File: src/rtl/uart_rx_frontend_pkg.sv
// Shared UART receive definitions: state encoding, default bit timing, mid-bit helper.
// Latency: n/a (types and constants only).
// Backpressure: n/a.
package uart_rx_frontend_pkg;

   localparam int unsigned CLK_HZ           = 25_000_000;
   localparam int unsigned BAUD             = 115_200;
   // 217 clocks per bit at the defaults above
   localparam int unsigned DEF_CLKS_PER_BIT = CLK_HZ / BAUD;

   typedef enum logic [2:0] {
      ST_IDLE  = 3'd0,
      ST_START = 3'd1,
      ST_DATA  = 3'd2,
      ST_STOP  = 3'd3,
      ST_BREAK = 3'd4
   } rx_state_t;

   // Count value at which the start bit is re-checked; it also places every
   // later sample near the middle of its bit.
   function automatic int unsigned half_bit(input int unsigned clks_per_bit);
      return (clks_per_bit - 1) / 2;
   endfunction

endpackage

File: src/rtl/uart_rx_frontend_sync2.sv
// Two-flop synchroniser for an asynchronous pad input, reset to a chosen level.
// Latency: 2 clocks from pad to o_q.
// Backpressure: none (free-running sampler).
//
// Ports: i_clk core clock; i_resetn async active-low reset; i_d async input;
//        o_q synchronised output (RST_VAL while in reset).
module uart_rx_frontend_sync2 #(
   parameter bit RST_VAL = 1'b1
) (
   input  logic i_clk,
   input  logic i_resetn,
   input  logic i_d,
   output logic o_q
);

   logic r_meta;
   logic r_sync;

   always_ff @(posedge i_clk or negedge i_resetn) begin
      if (!i_resetn) begin
         r_meta <= RST_VAL;
         r_sync <= RST_VAL;
      end else begin
         r_meta <= i_d;
         r_sync <= r_meta;
      end
   end

   assign o_q = r_sync;

endmodule

File: src/rtl/uart_rx_frontend.sv
// 8N1 UART receiver: oversamples rxd, delivers bytes through a one-entry valid/ready holding register.
// Latency: rx_valid rises 3 + H + 9*CLKS_PER_BIT clocks after the first clock that samples the start bit low.
// Backpressure: none on the line; a byte arriving while rx_valid is unconsumed overwrites it and sets overrun.
//
// Ports: clk core clock; resetn async active-low reset; rxd raw serial line (idle high);
//        rx_data/rx_valid/rx_ready byte handshake; frame_err, overrun sticky flags;
//        err_clr one-cycle pulse clearing both flags. CLKS_PER_BIT must be >= 8.
module uart_rx_frontend
   import uart_rx_frontend_pkg::*;
#(
   parameter int unsigned CLKS_PER_BIT = DEF_CLKS_PER_BIT
) (
   input  logic       clk,
   input  logic       resetn,
   input  logic       rxd,
   output logic [7:0] rx_data,
   output logic       rx_valid,
   input  logic       rx_ready,
   output logic       frame_err,
   output logic       overrun,
   input  logic       err_clr
);

   localparam int unsigned CW = $clog2(CLKS_PER_BIT);
   localparam logic [CW-1:0] CNT_HALF = CW'(half_bit(CLKS_PER_BIT));
   localparam logic [CW-1:0] CNT_LAST = CW'(CLKS_PER_BIT - 1);

   rx_state_t     r_state;
   rx_state_t     w_state_nxt;
   logic [CW-1:0] r_cnt;
   logic [2:0]    r_bit_idx;
   logic [7:0]    r_shift;
   logic [7:0]    r_rx_data;
   logic          r_rx_valid;
   logic          r_frame_err;
   logic          r_overrun;

   logic          w_rxs;
   logic          w_at_half;
   logic          w_at_last;
   logic          w_cnt_clr;
   logic          w_shift_en;
   logic          w_load;
   logic          w_fe_set;

   // Synchroniser resets high so a reset never looks like a start bit.
   uart_rx_frontend_sync2 #(.RST_VAL(1'b1)) u_sync (
      .i_clk    (clk),
      .i_resetn (resetn),
      .i_d      (rxd),
      .o_q      (w_rxs)
   );

   assign w_at_half = (r_cnt == CNT_HALF);
   assign w_at_last = (r_cnt == CNT_LAST);

   always_ff @(posedge clk or negedge resetn) begin
      if (!resetn) begin
         r_state <= ST_IDLE;
      end else begin
         r_state <= w_state_nxt;
      end
   end

   always_comb begin
      w_state_nxt = r_state;
      w_cnt_clr   = 1'b0;
      w_shift_en  = 1'b0;
      w_load      = 1'b0;
      w_fe_set    = 1'b0;
      case (r_state)
         ST_IDLE: begin
            if (!w_rxs) begin
               w_state_nxt = ST_START;
               w_cnt_clr   = 1'b1;
            end
         end
         ST_START: begin
            // Re-check mid start bit; a high line here was only a glitch.
            if (w_at_half) begin
               w_cnt_clr   = 1'b1;
               w_state_nxt = w_rxs ? ST_IDLE : ST_DATA;
            end
         end
         ST_DATA: begin
            if (w_at_last) begin
               w_cnt_clr  = 1'b1;
               w_shift_en = 1'b1;
               if (r_bit_idx == 3'd7) begin
                  w_state_nxt = ST_STOP;
               end
            end
         end
         ST_STOP: begin
            if (w_at_last) begin
               w_cnt_clr = 1'b1;
               if (w_rxs) begin
                  w_load      = 1'b1;
                  w_state_nxt = ST_IDLE;
               end else begin
                  w_fe_set    = 1'b1;
                  w_state_nxt = ST_BREAK;
               end
            end
         end
         ST_BREAK: begin
            // Hold here until the line recovers so a long low is one error, not a stream of frames.
            if (w_rxs) begin
               w_cnt_clr   = 1'b1;
               w_state_nxt = ST_IDLE;
            end
         end
         default: begin
            w_cnt_clr   = 1'b1;
            w_state_nxt = ST_IDLE;
         end
      endcase
   end

   // Counter only runs in the timed states; it idles at zero elsewhere.
   always_ff @(posedge clk or negedge resetn) begin
      if (!resetn) begin
         r_cnt <= '0;
      end else if (w_cnt_clr || (r_state == ST_IDLE) || (r_state == ST_BREAK)) begin
         r_cnt <= '0;
      end else begin
         r_cnt <= r_cnt + CW'(1);
      end
   end

   always_ff @(posedge clk or negedge resetn) begin
      if (!resetn) begin
         r_bit_idx <= 3'd0;
         r_shift   <= 8'h00;
      end else begin
         if (r_state == ST_START) begin
            r_bit_idx <= 3'd0;
         end else if (w_shift_en) begin
            r_bit_idx <= r_bit_idx + 3'd1;
         end
         if (w_shift_en) begin
            r_shift[r_bit_idx] <= w_rxs;
         end
      end
   end

   // A new byte beats a coincident consume; flag sets beat a coincident err_clr.
   always_ff @(posedge clk or negedge resetn) begin
      if (!resetn) begin
         r_rx_data   <= 8'h00;
         r_rx_valid  <= 1'b0;
         r_frame_err <= 1'b0;
         r_overrun   <= 1'b0;
      end else begin
         if (w_load) begin
            r_rx_data  <= r_shift;
            r_rx_valid <= 1'b1;
         end else if (r_rx_valid && rx_ready) begin
            r_rx_valid <= 1'b0;
         end

         if (w_load && r_rx_valid && !rx_ready) begin
            r_overrun <= 1'b1;
         end else if (err_clr) begin
            r_overrun <= 1'b0;
         end

         if (w_fe_set) begin
            r_frame_err <= 1'b1;
         end else if (err_clr) begin
            r_frame_err <= 1'b0;
         end
      end
   end

   assign rx_data   = r_rx_data;
   assign rx_valid  = r_rx_valid;
   assign frame_err = r_frame_err;
   assign overrun   = r_overrun;

endmodule

File: config.mk
export PLATFORM = sky130hd
export DESIGN_NAME = uart_rx_frontend
export DESIGN_NICKNAME = d
export VERILOG_FILES = /design/src/rtl/uart_rx_frontend_pkg.sv /design/src/rtl/uart_rx_frontend_sync2.sv /design/src/rtl/uart_rx_frontend.sv
export SDC_FILE = /design/constraint.sdc
export NUM_CORES = 1
export LEC_CHECK = 0
export ABC_AREA = 1
export BUFFER_PORTS_ARGS = -buffer_cell sky130_fd_sc_hd__buf_2
export CORE_MARGIN = 2
export CORE_UTILIZATION = 45
export CTS_BUF_LIST = sky130_fd_sc_hd__clkbuf_2
export CTS_CLUSTER_SIZE = 16
export DETAILED_ROUTE_END_ITERATION = 10
export GPL_TIMING_DRIVEN = 0
export PLACE_DENSITY_LB_ADDON = 0.08
export SLEW_MARGIN = 25
export SYNTH_ARGS = -nofsm -noshare
export SYNTH_HDL_FRONTEND = slang
export SYNTH_SLANG_ARGS = --single-unit
File: constraint.sdc
create_clock -name clk -period 3.3 [get_ports clk]
set_input_delay 0.495 -clock clk [delete_from_list [all_inputs] [get_ports clk]]
set_output_delay 0.495 -clock clk [all_outputs]
set_load 0.02 [all_outputs]
* After elaboration in Yosys (flattened, before gate mapping)
Cells that the tools add are included.
Cells by class: add/sub/neg operators 2, order comparisons 2, equality and inequality tests 13, multiplexer cells 30, reductions and logical operators 14
Operators by type and width (count):
- 3-bit 2-to-1 mux | 9
- 1-bit 2-to-1 mux | 15
- 3-bit case mux with 5 select lines | 1
- 2-bit inequality test, second input constant | 5
- 8-bit by 1-bit adder with 8-bit output, second input constant | 1
- 8-bit bitwise mux | 1
- 8-bit by 7-bit == test with 1-bit output, second input constant | 1
- 8-bit == test, second input constant | 1
- 8-bit 2-to-1 mux | 1
- 2-bit nonzero test | 4
- 3-bit by 2-bit == test with 1-bit output, second input constant | 2
- 3-bit == test, second input constant | 2
- 6-bit AND reduction | 1
- 1-bit logical AND | 4
- 3-bit by 4-bit < comparator with 1-bit output, second input constant | 1
- 1-bit case mux with 4 select lines | 1
- 3-bit by 1-bit adder with 3-bit output, second input constant | 1
- 1-bit demux with 3-bit select | 1
- 3-bit by 1-bit == test with 1-bit output, second input constant | 1
- 3-bit by 1-bit greater-or-equal comparator with 1-bit output, second input constant | 1
- 3-bit zero test | 1
- 1-bit logical OR | 2
- 2-bit 2-to-1 mux | 1
- 2-bit by 1-bit inequality test with 1-bit output, second input constant | 1
- 2 further kinds | 2
Word-level totals: register bits after elaboration 35, bits of input ports 5, output and inout port bits 11, logic and storage cells 71

* Logic depth before layout (Yosys ltp)
Gate-level depths: netlist of run 1.
depth after elaboration 6, gate-level depth with buffers 11, gate-level depth less buffers 11

* Hierarchy
From an unflattened synthesis of run 1, not the netlist that was laid out.
Second synthesis, totals: cell total of the unflattened synthesis 205, area, all modules 1687.9 µm²
Modules (own cells, without submodules):
- uart_rx_frontend | times used 1, cells an instance 203, area each 1635.3 µm², sequential area each 825.8 µm²
- uart_rx_frontend_sync2 | times used 1, cells an instance 2, area each 52.6 µm², sequential area each 52.6 µm²

* Worst setup path after synthesis of run 1
Ideal clock, no wire load.
path kind reg-to-reg, start register r_cnt[0], end register r_rx_data[0], in the netlist rx_data[0], library setup time 117 ps, data arrival time 1368 ps, required time 3183 ps, setup slack 1815 ps, stages on the path, launching flop included 10, clock period less this slack 1485 ps, cell sequence dfrtp_1 -> inv_1 -> ha_1 -> inv_1 -> nor2_2 -> nand2_4 -> nor3_4 -> inv_4 -> nand2_1 -> nand2_1
Between the ends: longest elaborated chain between the ends 3
Ends and longest elaborated chain:
- from (decl) | RTL line uart_rx_frontend.sv:30 | logic [CW-1:0] r_cnt;
- from (signal assigned) | RTL line uart_rx_frontend.sv:127 | r_cnt <= r_cnt + CW'(1);
- 8-bit == test | RTL line uart_rx_frontend.sv:55 | assign w_at_last = (r_cnt == CNT_LAST);
- 1-bit 2-to-1 mux | RTL line uart_rx_frontend.sv:95 | if (w_at_last) begin
- 1-bit 2-to-1 mux | RTL line uart_rx_frontend.sv:71 | case (r_state)
- to (signal assigned) | RTL line uart_rx_frontend.sv:156 | r_rx_data <= r_shift;
- to (decl) | RTL line uart_rx_frontend.sv:33 | logic [7:0] r_rx_data;
Every way passes these cells. A chain may end at the register's enable or synchronous reset.

* Worst setup path in the final report of run 1
start register r_cnt[0], end register r_rx_data[5], in the netlist rx_data[5]
The elaborated chain is that of the path after synthesis.

==> results of run 1 <==
worst min-delay path by stage:
stage,startpoint,endpoint,slack (ps),cells after the start
floorplan,resetn,frame_err,200,0
CTS,resetn,r_shift[1],130,1
global route,resetn,overrun,140,1
finish,resetn,r_cnt[3],130,1
global placement,u_sync.r_meta,u_sync.o_q,350,0
detailed placement,u_sync.r_meta,u_sync.o_q,350,0
kinds of logic after synthesis:
family,share of synthesized area [%]
AND/OR/NAND/NOR,29.2
flip-flops,52.7
buffers and inverters,5.10
AO/OA/AOI/OAI,9.53
adder cells (fa/ha/maj),3.00
XOR/XNOR,0.525
report_power, final:
part / switching, uW / leakage [uW] / internal (uW) / total, uW
sequential: 1.16 / 0.000467 / 432 / 433
combinational: 10.5 / 0.000457 / 2.21 / 12.7
clock: 151 / 0.0000429 / 128 / 279
total: 162 / 0.000967 / 562 / 724
worst register-to-register path, cell delays in order (launching register included):
cell	delay [ps]
dfrtp_1	460
inv_1	70
ha_1	160
inv_1	60
nor2_2	180
nand2_4	110
nor3_4	360
inv_4	120
nand2_1	80
nand2_1	50
routing by layer:
| layer | up-vias | part of all wire, % |
|---|---|---|
| met5 | - | 0 |
| met4 | 0 | 0.78 |
| met3 | 2 | 4.5 |
| met2 | 25 | 45 |
| met1 | 611 | 50 |
| li1 | 684 | - |
metrics by stage:
stage | cell area, sq um | util, %
CTS | 1870 | 51.9
floorplan | 1670 | -
finish | 1870 | 51.9
global route | 1870 | 51.9
global placement | 1800 | 50.0
detailed placement | 1800 | 50.0
cells in the final DEF (no fill, tap or decap), drive strengths merged:
master  Yosys  routed
nand2      66      66
dfrtp      33      33
inv        22      22
nor2       21      21
o21ai      17      17
buf         0      15
nand3      13      13
a21oi       8       8
nor3        7       7
clkbuf      0       5
ha          4       4
o21bai      2       2
dfstp       2       2
clkinv      0       2
a21boi      1       1
xnor2       1       1
nor3b       1       1
nand4       1       1
o31ai       1       1
bufinv      0       1
cells in the mapped netlist:
library cell   n  area [sq um]
a21boi_0       1          7.51
nor3b_1        1          7.51
inv_4          1          6.26
nor2_1        18          67.6
dfrtp_1       33           826
nor3_2         1          10.0
o21ai_2        1          8.76
inv_1         16          60.1
nor3_1         5          25.0
ha_1           4          50.1
nor3_4         1          16.3
xnor2_1        1          8.76
nand2_4        1          11.3
dfstp_2        2          52.6
a21oi_1        8          40.0
nor2_4         2          22.5
nor2_2         1          6.26
nand4_1        1          6.26
inv_2          5          18.8
nand2_1       63           236
o31ai_1        1          7.51
o21ai_0       15          75.1
nand3_1       13          65.1
o21bai_1       2          15.0
nand2_2        2          12.5
o21ai_1        1          5.00
cell type report:
type	instances	area (sq um)	area share, %
Clock buffer	5	25.0	1.34
Inverter	22	85.1	4.55
Tap cell	48	60.1	3.21
Sequential cell	35	878	46.9
Multi-Input combinational cell	143	704	37.6
Timing Repair Buffer	15	75.1	4.01
Clock inverter	3	43.8	2.34
flip-flops by register name (all words and copies together) (netlist names):
register and flops:
r_cnt 8, r_shift 8, rx_data 8, r_bit_idx 3, r_state 3, frame_err 1
overrun 1, rx_valid 1, u_sync.o_q 1, u_sync.r_meta 1
==> impl_results.md, run 1 <==
* Tot Pwr at 724 uW
* Syn nets at 209
* Average wire per standard cell at 10.9 um
* Post-route clock period utilization at 52.2%
* Root Driver: clkbuf_2
* Worst hold path class: in2async
* H-tree depth at 2
* Sequential share of the synthesized area at 52.7%
* Vias in the first global route at 1306
* Diodes inserted at 0
* Critical Path End: rx_data[5]
* R2R setup slack at 1580 ps
* Mapped Cells at 200
* Max-slew violation count at 0
* Worst hold slack at 133 ps
* Later-pin clock latency in the skew report at 390 ps
* Pleak at 0.000967 uW
* Worst Path Arrival at 2020 ps
* IO Pins at 16
* Inserted Clock Buffers at 5
* Worst path max stage delay at 460 ps
* Met3 Track Usage GR at 5.73%
* Die Area at 4210 sq um
* Die X at 64.9 um
* PostCTS Resize Cnt at 0
* Layout area overhead at 12.2%
* Final-report hold violation count at 0
* Worst reg2reg path depth at 9
* Final WL at 2.96 mm
* Crit path max-delay family: simple AND/OR/NAND/NOR gates
* First-pass GRT wire length at 5.52 mm
* Yosys reg bits at 35
* Die Span Y at 64.9 um
* CP Class: reg2reg
* Global route overflow at 0
* Post-DRT Antenna Nets at 0
* Worst path slowest cell: dfrtp_1
* Endpoints failing setup at 0
* DR iter-0 viols at 102
* Synth unique cells at 26
* TritonCTS clock tree: yes
* Vias/cell at 4.88
* DRC Markers at 0
* Via Count at 1322
* Post-Syn Area per Cell at 8.34 sq um
* Global placer's final weighted congestion at 0.828
* Worst-case clock buffer depth at 2
* Required @ worst endpoint at 3600 ps
* Relative slew slack at 50.8%
* Core Area at 3610 sq um
* Status: complete, no violations
* Reg2reg start: r_cnt[0]
* # Max-Cap Violations at 0
* Most used routing layer: met2
* Max Clk Rate at 580 MHz
* RSZ-0062 raised after global routing: no
* Worst-path cell chain: inv_1 > ha_1 > inv_1 > nor2_2 > nand2_4 > nor3_4 > inv_4 > nand2_1 > nand2_1
* Worst slew pin tran at 738 ps
* Met2 global-route usage at 27.2%
* Layout cell share with drive strength beyond 1 at 17.9%
* Power density over the cells at 387 nW/um^2
* Worst path buffer plus inverter count at 3
* Final WS setup at 1580 ps
* Dpl ws at 1590 ps
* GRT Util Overall at 17.4%
* FF-to-FF End: rx_data[5]
* WP depth at 9
* Post-CTS Setup Bufs at 0
* TritonRoute pass-1 iters at 4
* Port bufs at 15
* Synth Cell Area at 1670 sq um
* HPWL after DPL at 2.21 mm
* Final std cells w/o fill at 271
* Peak VDD IR at 0.000196 V
* Yosys warns at 0
* Row count at 22
* Hold buffer count at CTS at 0
* Placed Cells at 263
* CP Max Fanout at 10
* Met1 Usage GRT at 21.8%
* Min Tclk post-route at 1720 ps
* Final net count at 231
* Largest net degree at the start of global routing at 36
* Initial antenna violation count at 0
* Sum Neg Setup Slack at 0 ps
* Reg clk slew, reported paths at 180 ps
* Startpoint Class: register
* Fill cell count at 350
* Clock skew at 22.6 ps
* Clock sink total at 35
* Initial core utilization at 46.3%
* Critical path endpoint category: register
* CP startpoint: r_cnt[0]
Note: power is estimated with default switching activity, not from simulation.
==> inputs of run 2 (changes only) <==
clock period = 1.6 ns   (was 3.3 ns; I/O delays follow)
==> impl_results.md, run 2 (synthesized netlist as in run 1, its figures left out) <==
* Row count at 22 (unchanged)
* HPWL after DPL at 2.21 mm (unchanged)
* Sequential cell area at 878 sq um (unchanged)
* Power density over the cells at 748 nW/um^2 (+93%)
* Most frequent cells in the layout: nand2_1, dfrtp_1, nor2_1
* TritonCTS clock tree: yes
* Min Tclk post-route at 1490 ps (-235 ps)
* First-pass GRT wire length at 5.56 mm (+0.74%)
* Required @ worst endpoint at 1910 ps (-1690 ps)
* Initial core utilization at 46.3% (unchanged)
* Internal power at 1160 uW (+110%)
* FF-to-FF End: r_bit_idx[1]
* Pleak at 0.00104 uW (+7.2%)
* Status: complete, no violations
* Peak VDD IR at 0.000405 V (+110%)
* Seq pwr share at 59.6% (about the same)
* Die X at 64.9 um (unchanged)
* Relative slew slack at 50.6% (-0.25 points)
* Commonest non-fill, non-tap cell in the layout: nand2_1
* Final-report hold violation count at 0 (unchanged)
* Final net count at 242 (+4.8%)
* Clock skew at 15.4 ps (-7.23 ps)
* Final WL at 3.16 mm (+6.8%)
* Worst hold path class: in2reg
* Max Clk Rate at 672 MHz (+16%)
* Post-DRT Antenna Nets at 0 (unchanged)
* Sw Share at 22.4% (about the same)
* Core Area at 3610 sq um (unchanged)
* Switch Pwr at 336 uW (+110%)
* Critical path endpoint category: register
* Gate power share at 2.0% (+0.2 points)
* TritonRoute pass-1 iters at 5 (+1)
* Die Span Y at 64.9 um (unchanged)
* # Max-Cap Violations at 0 (unchanged)
* CP Max Fanout at 7 (-3)
* Final Cell Area at 2000 sq um (+7.0%)
* Reg2reg start: r_cnt[1]
* Root Driver: clkbuf_2
* Inserted Clock Buffers at 5 (unchanged)
* Average wire per standard cell at 11.2 um (+2.6%)
* Max-slew violation count at 0 (unchanged)
* Worst slew pin tran at 741 ps (+3.78 ps)
* Vias/cell at 4.90 (+0.39%)
* CP Class: reg2reg
* Fill cell count at 339 (-3.1%)
* R2R setup slack at 110 ps (-1460 ps)
* Post-DP Area at 1800 sq um (unchanged)
* Layout cell share with drive strength beyond 1 at 23.9% (+6.0 points)
* H-tree depth at 2 (unchanged)
* Hold Startpoint: err_clr
* Worst reg2reg path depth at 8 (-1)
* Multi-input logic area at 733 sq um (+4.1%)
* Vias in the first global route at 1320 (+1.1%)
* Global placer's final weighted congestion at 0.828 (unchanged)
* Worst-case clock buffer depth at 2 (unchanged)
* DRC Markers at 0 (unchanged)
* Layout area overhead at 20.1%
* DR iter-0 viols at 153 (+50%)
* Clock network power share at 38.4% (about the same)
* Startpoint Class: register
* Diodes inserted at 0 (unchanged)
* GRT Util Overall at 17.5% (+0.15 points)
* Later-pin clock latency in the skew report at 390 ps (about the same)
* Fin util at 55.6% (+3.6 points)
* RSZ-0062 raised after global routing: yes
* Clock sink total at 35 (unchanged)
* IO Pins at 16 (unchanged)
* Die Area at 4210 sq um (unchanged)
* Endpoints failing setup at 0 (unchanged)
* WHS Endpoint: overrun
* Reg clk slew, reported paths at 190 ps (about the same)
* Initial antenna violation count at 0 (unchanged)
* Global route overflow at 0 (unchanged)
* Port bufs at 15 (unchanged)
* Largest net degree at the start of global routing at 36 (unchanged)
* Worst Path Arrival at 1800 ps (-220 ps)
* Post-route clock period utilization at 93.0% (+41 points)
* Via Count at 1381 (+4.5%)
* WHS Path Cells at 4
==> run 2: stage by stage <==
stage | hold slack, ps | setup TNS, ps | total power (uW) | setup WS [ps] | instances
5_1_grt | 41.7 | -126 | 1560 | -29.4 | 282
4_1_cts | 47.3 | 0 | 1520 | 5.39 | 275
3_3_place_gp | 347 | -894 | 936 | -111 | 263
2_1_floorplan | -55.6 | 0 | 913 | 115 | 200
3_5_place_dp | 347 | -835 | 936 | -108 | 263
6_report | 78.5 | 0 | 1500 | 113 | 282
==> run 2: power groups by stage <==
stage	sequential [uW]	clock [uW]	combinational, uW
final	893	576	30.0
after detailed placement	908	0	28.0
after global placement	908	0	27.6
after floorplan	908	0	4.91
after global routing	894	629	35.4
after CTS	893	598	31.7
==> run 2: worst max-delay path: stages (launching register included) <==
cell,delay (ps)
dfrtp_1,450
inv_2,60
ha_2,170
inv_2,50
nor2_4,110
nand2_4,110
buf_4,150
o21ai_0,130
nor3b_1,190
==> run 2: what timing repair did <==
action,4_1_cts,5_1_grt
setup buffers,2,7
endpoints found under the hold margin,34,0
hold buffers,2,0
setup endpoints to repair,11,27
pin swaps,1,5
gates resized for setup,0,11
==> run 2: final cells by class <==
type | count | share of cell area (%)
Tap cell | 48 | 3.00
Inverter | 22 | 4.37
Multi-Input combinational cell | 143 | 36.6
Clock buffer | 5 | 1.25
Sequential cell | 35 | 43.8
Timing Repair Buffer | 26 | 8.74
Clock inverter | 3 | 2.19
==> run 2: layer usage <==
metal | global-route usage, % | vias up | part of all wire (%)
li1 | - | 707 | -
met1 | 22.0 | 643 | 48
met2 | 27.4 | 29 | 47
met3 | 5.73 | 2 | 4.9
met4 | 7.98 | 0 | 0.73
met5 | 0 | - | 0
==> run 2: worst max-delay path by stage <==
stage                     cells after the start  slack (ps)            to     start
final                                         8         110  r_bit_idx[1]  r_cnt[1]
after floorplan                               9         120    rx_data[0]  r_cnt[0]
after detailed placement                      9        -110    rx_data[4]  r_cnt[0]
after global placement                        9        -110    rx_data[5]  r_cnt[0]
after CTS                                    10           5    rx_data[5]  r_cnt[1]
after global routing                         10         -30    rx_data[5]  r_cnt[1]
==> inputs of run 3 (changes only) <==
==> constraint.sdc (replaced) <==
create_clock -name clk -period 1.6 [get_ports clk]
set_input_delay 0.16 -clock clk [delete_from_list [all_inputs] [get_ports clk]]
set_output_delay 0.16 -clock clk [all_outputs]
set_load 0.02 [all_outputs]
==> impl_results.md, run 3 (synthesized netlist as in run 1, its figures left out) <==
* Post-DRT Antenna Nets at 0 (unchanged)
* Tot Pwr at 1510 uW (+0.66%)
* Die Area at 4210 sq um (unchanged)
* TritonRoute pass-1 iters at 4 (-1)
* Layout area overhead at 21.3%
* Vias in the first global route at 1332 (+0.91%)
* Seq pwr share at 59.2% (-0.4 points)
* Largest net degree at the start of global routing at 36 (unchanged)
* Inserted Clock Buffers at 5 (unchanged)
* First-pass GRT wire length at 5.59 mm (+0.50%)
* Global placer's final weighted congestion at 0.828 (unchanged)
* CP Class: reg2reg
* Die Span Y at 64.9 um (unchanged)
* IO Pins at 16 (unchanged)
* GRT Util Overall at 17.6% (+0.074 points)
* Power density over the cells at 745 nW/um^2 (-0.33%)
* Post-route clock period utilization at 92.5% (-0.41 points)
* Post-DP Area at 1800 sq um (unchanged)
* Max Clk Rate at 675 MHz (+0.44%)
* Worst-case clock buffer depth at 2 (unchanged)
* Sum Neg Setup Slack at 0 ps (unchanged)
* Commonest non-fill, non-tap cell in the layout: nand2_1
* Worst path max stage delay at 450 ps (about the same)
* Final net count at 244 (+0.83%)
* DRC Markers at 0 (unchanged)
* Layout cell share with drive strength beyond 1 at 23.7% (-0.20 points)
* Worst-path cell chain: inv_2 > ha_2 > inv_2 > nor2_4 > nand2_4 > buf_4 > o21ai_0 > nor3b_1
* Core Area at 3610 sq um (unchanged)
* Clock network power share at 38.6% (+0.2 points)
* Critical path endpoint category: register
* Switch Pwr at 343 uW (+2.1%)
* Initial core utilization at 46.3% (unchanged)
* Internal power at 1170 uW (+0.25%)
* TritonCTS clock tree: yes
* Worst path slowest cell: dfrtp_1
* Final WL at 3.18 mm (+0.70%)
* # Max-Cap Violations at 0 (unchanged)
* Pleak at 0.00105 uW (+0.81%)
* Via Count at 1383 (+0.14%)
* Clock sink total at 35 (unchanged)
* Later-pin clock latency in the skew report at 410 ps (+20 ps)
* Diodes inserted at 0 (unchanged)
* H-tree depth at 2 (unchanged)
* Dpl ws at -108 ps (unchanged)
* Vias/cell at 4.87 (-0.56%)
* Sw Share at 22.7% (+0.32 points)
* Gate power share at 2.2% (+0.2 points)
* Relative slew slack at 50.6% (about the same)
* Root Driver: clkbuf_2
* Clock skew at 17.8 ps (+2.43 ps)
* Max-slew violation count at 0 (unchanged)
* Row count at 22 (unchanged)
* Required @ worst endpoint at 1930 ps (+20 ps)
* Die X at 64.9 um (unchanged)
* Most frequent cells in the layout: nand2_1, dfrtp_1, nor2_1
* Startpoint Class: register
* Worst slew pin tran at 741 ps (+0.107 ps)
* Min Tclk post-route at 1480 ps (-6.51 ps)
* Worst Path Arrival at 1810 ps (about the same)
* HPWL after DPL at 2.21 mm (unchanged)
* Average wire per standard cell at 11.2 um (about the same)
* Peak VDD IR at 0.000401 V (-0.83%)
* Initial antenna violation count at 0 (unchanged)
* Final WS setup at 119 ps (+6.50 ps)
* Status: complete, no violations
* Final Cell Area at 2020 sq um (+1.0%)
* Reg clk slew, reported paths at 190 ps (about the same)
* Worst hold slack at 312 ps (+233 ps)
* Final-report hold violation count at 0 (unchanged)
* RSZ-0062 raised after global routing: yes
* Worst hold path class: in2async
* Global route overflow at 0 (unchanged)
* Port bufs at 15 (unchanged)
* CP Max Fanout at 7 (unchanged)
* Endpoints failing setup at 0 (unchanged)
* Most common cell on crit path: inv_2
* DR iter-0 viols at 149 (-2.6%)
## run 3: worst paths after layout
check	startpoint	endpoint	slack [ps]	cells past startpoint
min in group clk	u_sync.r_meta	u_sync.o_q	370	0
worst max-delay path	r_cnt[1]	r_bit_idx[1]	120	8
max in group asynchronous	resetn	rx_data[0]	810	2
worst max register to register	r_cnt[1]	r_bit_idx[1]	120	8
worst min register to register	u_sync.r_meta	u_sync.o_q	370	0
worst min-delay path	resetn	r_cnt[2]	310	2
## run 3: power groups by stage
stage,registers (uW),clock network [uW],logic [uW]
3_5_place_dp,908,0,28.0
2_1_floorplan,908,0,4.91
3_3_place_gp,908,0,27.6
5_1_grt,894,629,39.4
6_report,893,582,33.7
4_1_cts,893,598,35.4
## run 3: metrics by stage
stage,utilization [%],std cells
2_1_floorplan,-,200
3_3_place_gp,50.0,263
3_5_place_dp,50.0,263
4_1_cts,53.8,277
5_1_grt,56.1,284
6_report,56.1,284
## run 3: final cells by class
type	count	area (sq um)
clock buffers	5	25.0
clock inverters	3	43.8
fillers	337	1580
inverters	22	87.6
multi-input cells	143	733
flip-flops and latches	35	878
well taps	48	60.1
repair buffers	28	195
## run 3: metal layers
metal | global-route usage, % | part of all wire, % | up-vias
met3 | 5.73 | 5.0 | 4
li1 | - | - | 711
met1 | 22.0 | 48 | 642
met5 | 0 | 0 | -
met2 | 27.7 | 46 | 26
met4 | 7.98 | 1.7 | 0
## run 3: what timing repair did
item,in CTS,in global routing
gates resized for setup,0,11
buffers inserted,2,7
pin swaps,1,5
hold endpoints to repair,36,0
setup endpoints to repair,11,27
hold buffers,4,0
## run 3: worst max-delay path: cells and delay by family, from the launching register on
family          cells  cell delay [ps]
compound gates      1              130
fa+ha+maj           1              170
buf+inv             3              260
flops               1              450
simple gates        3              400
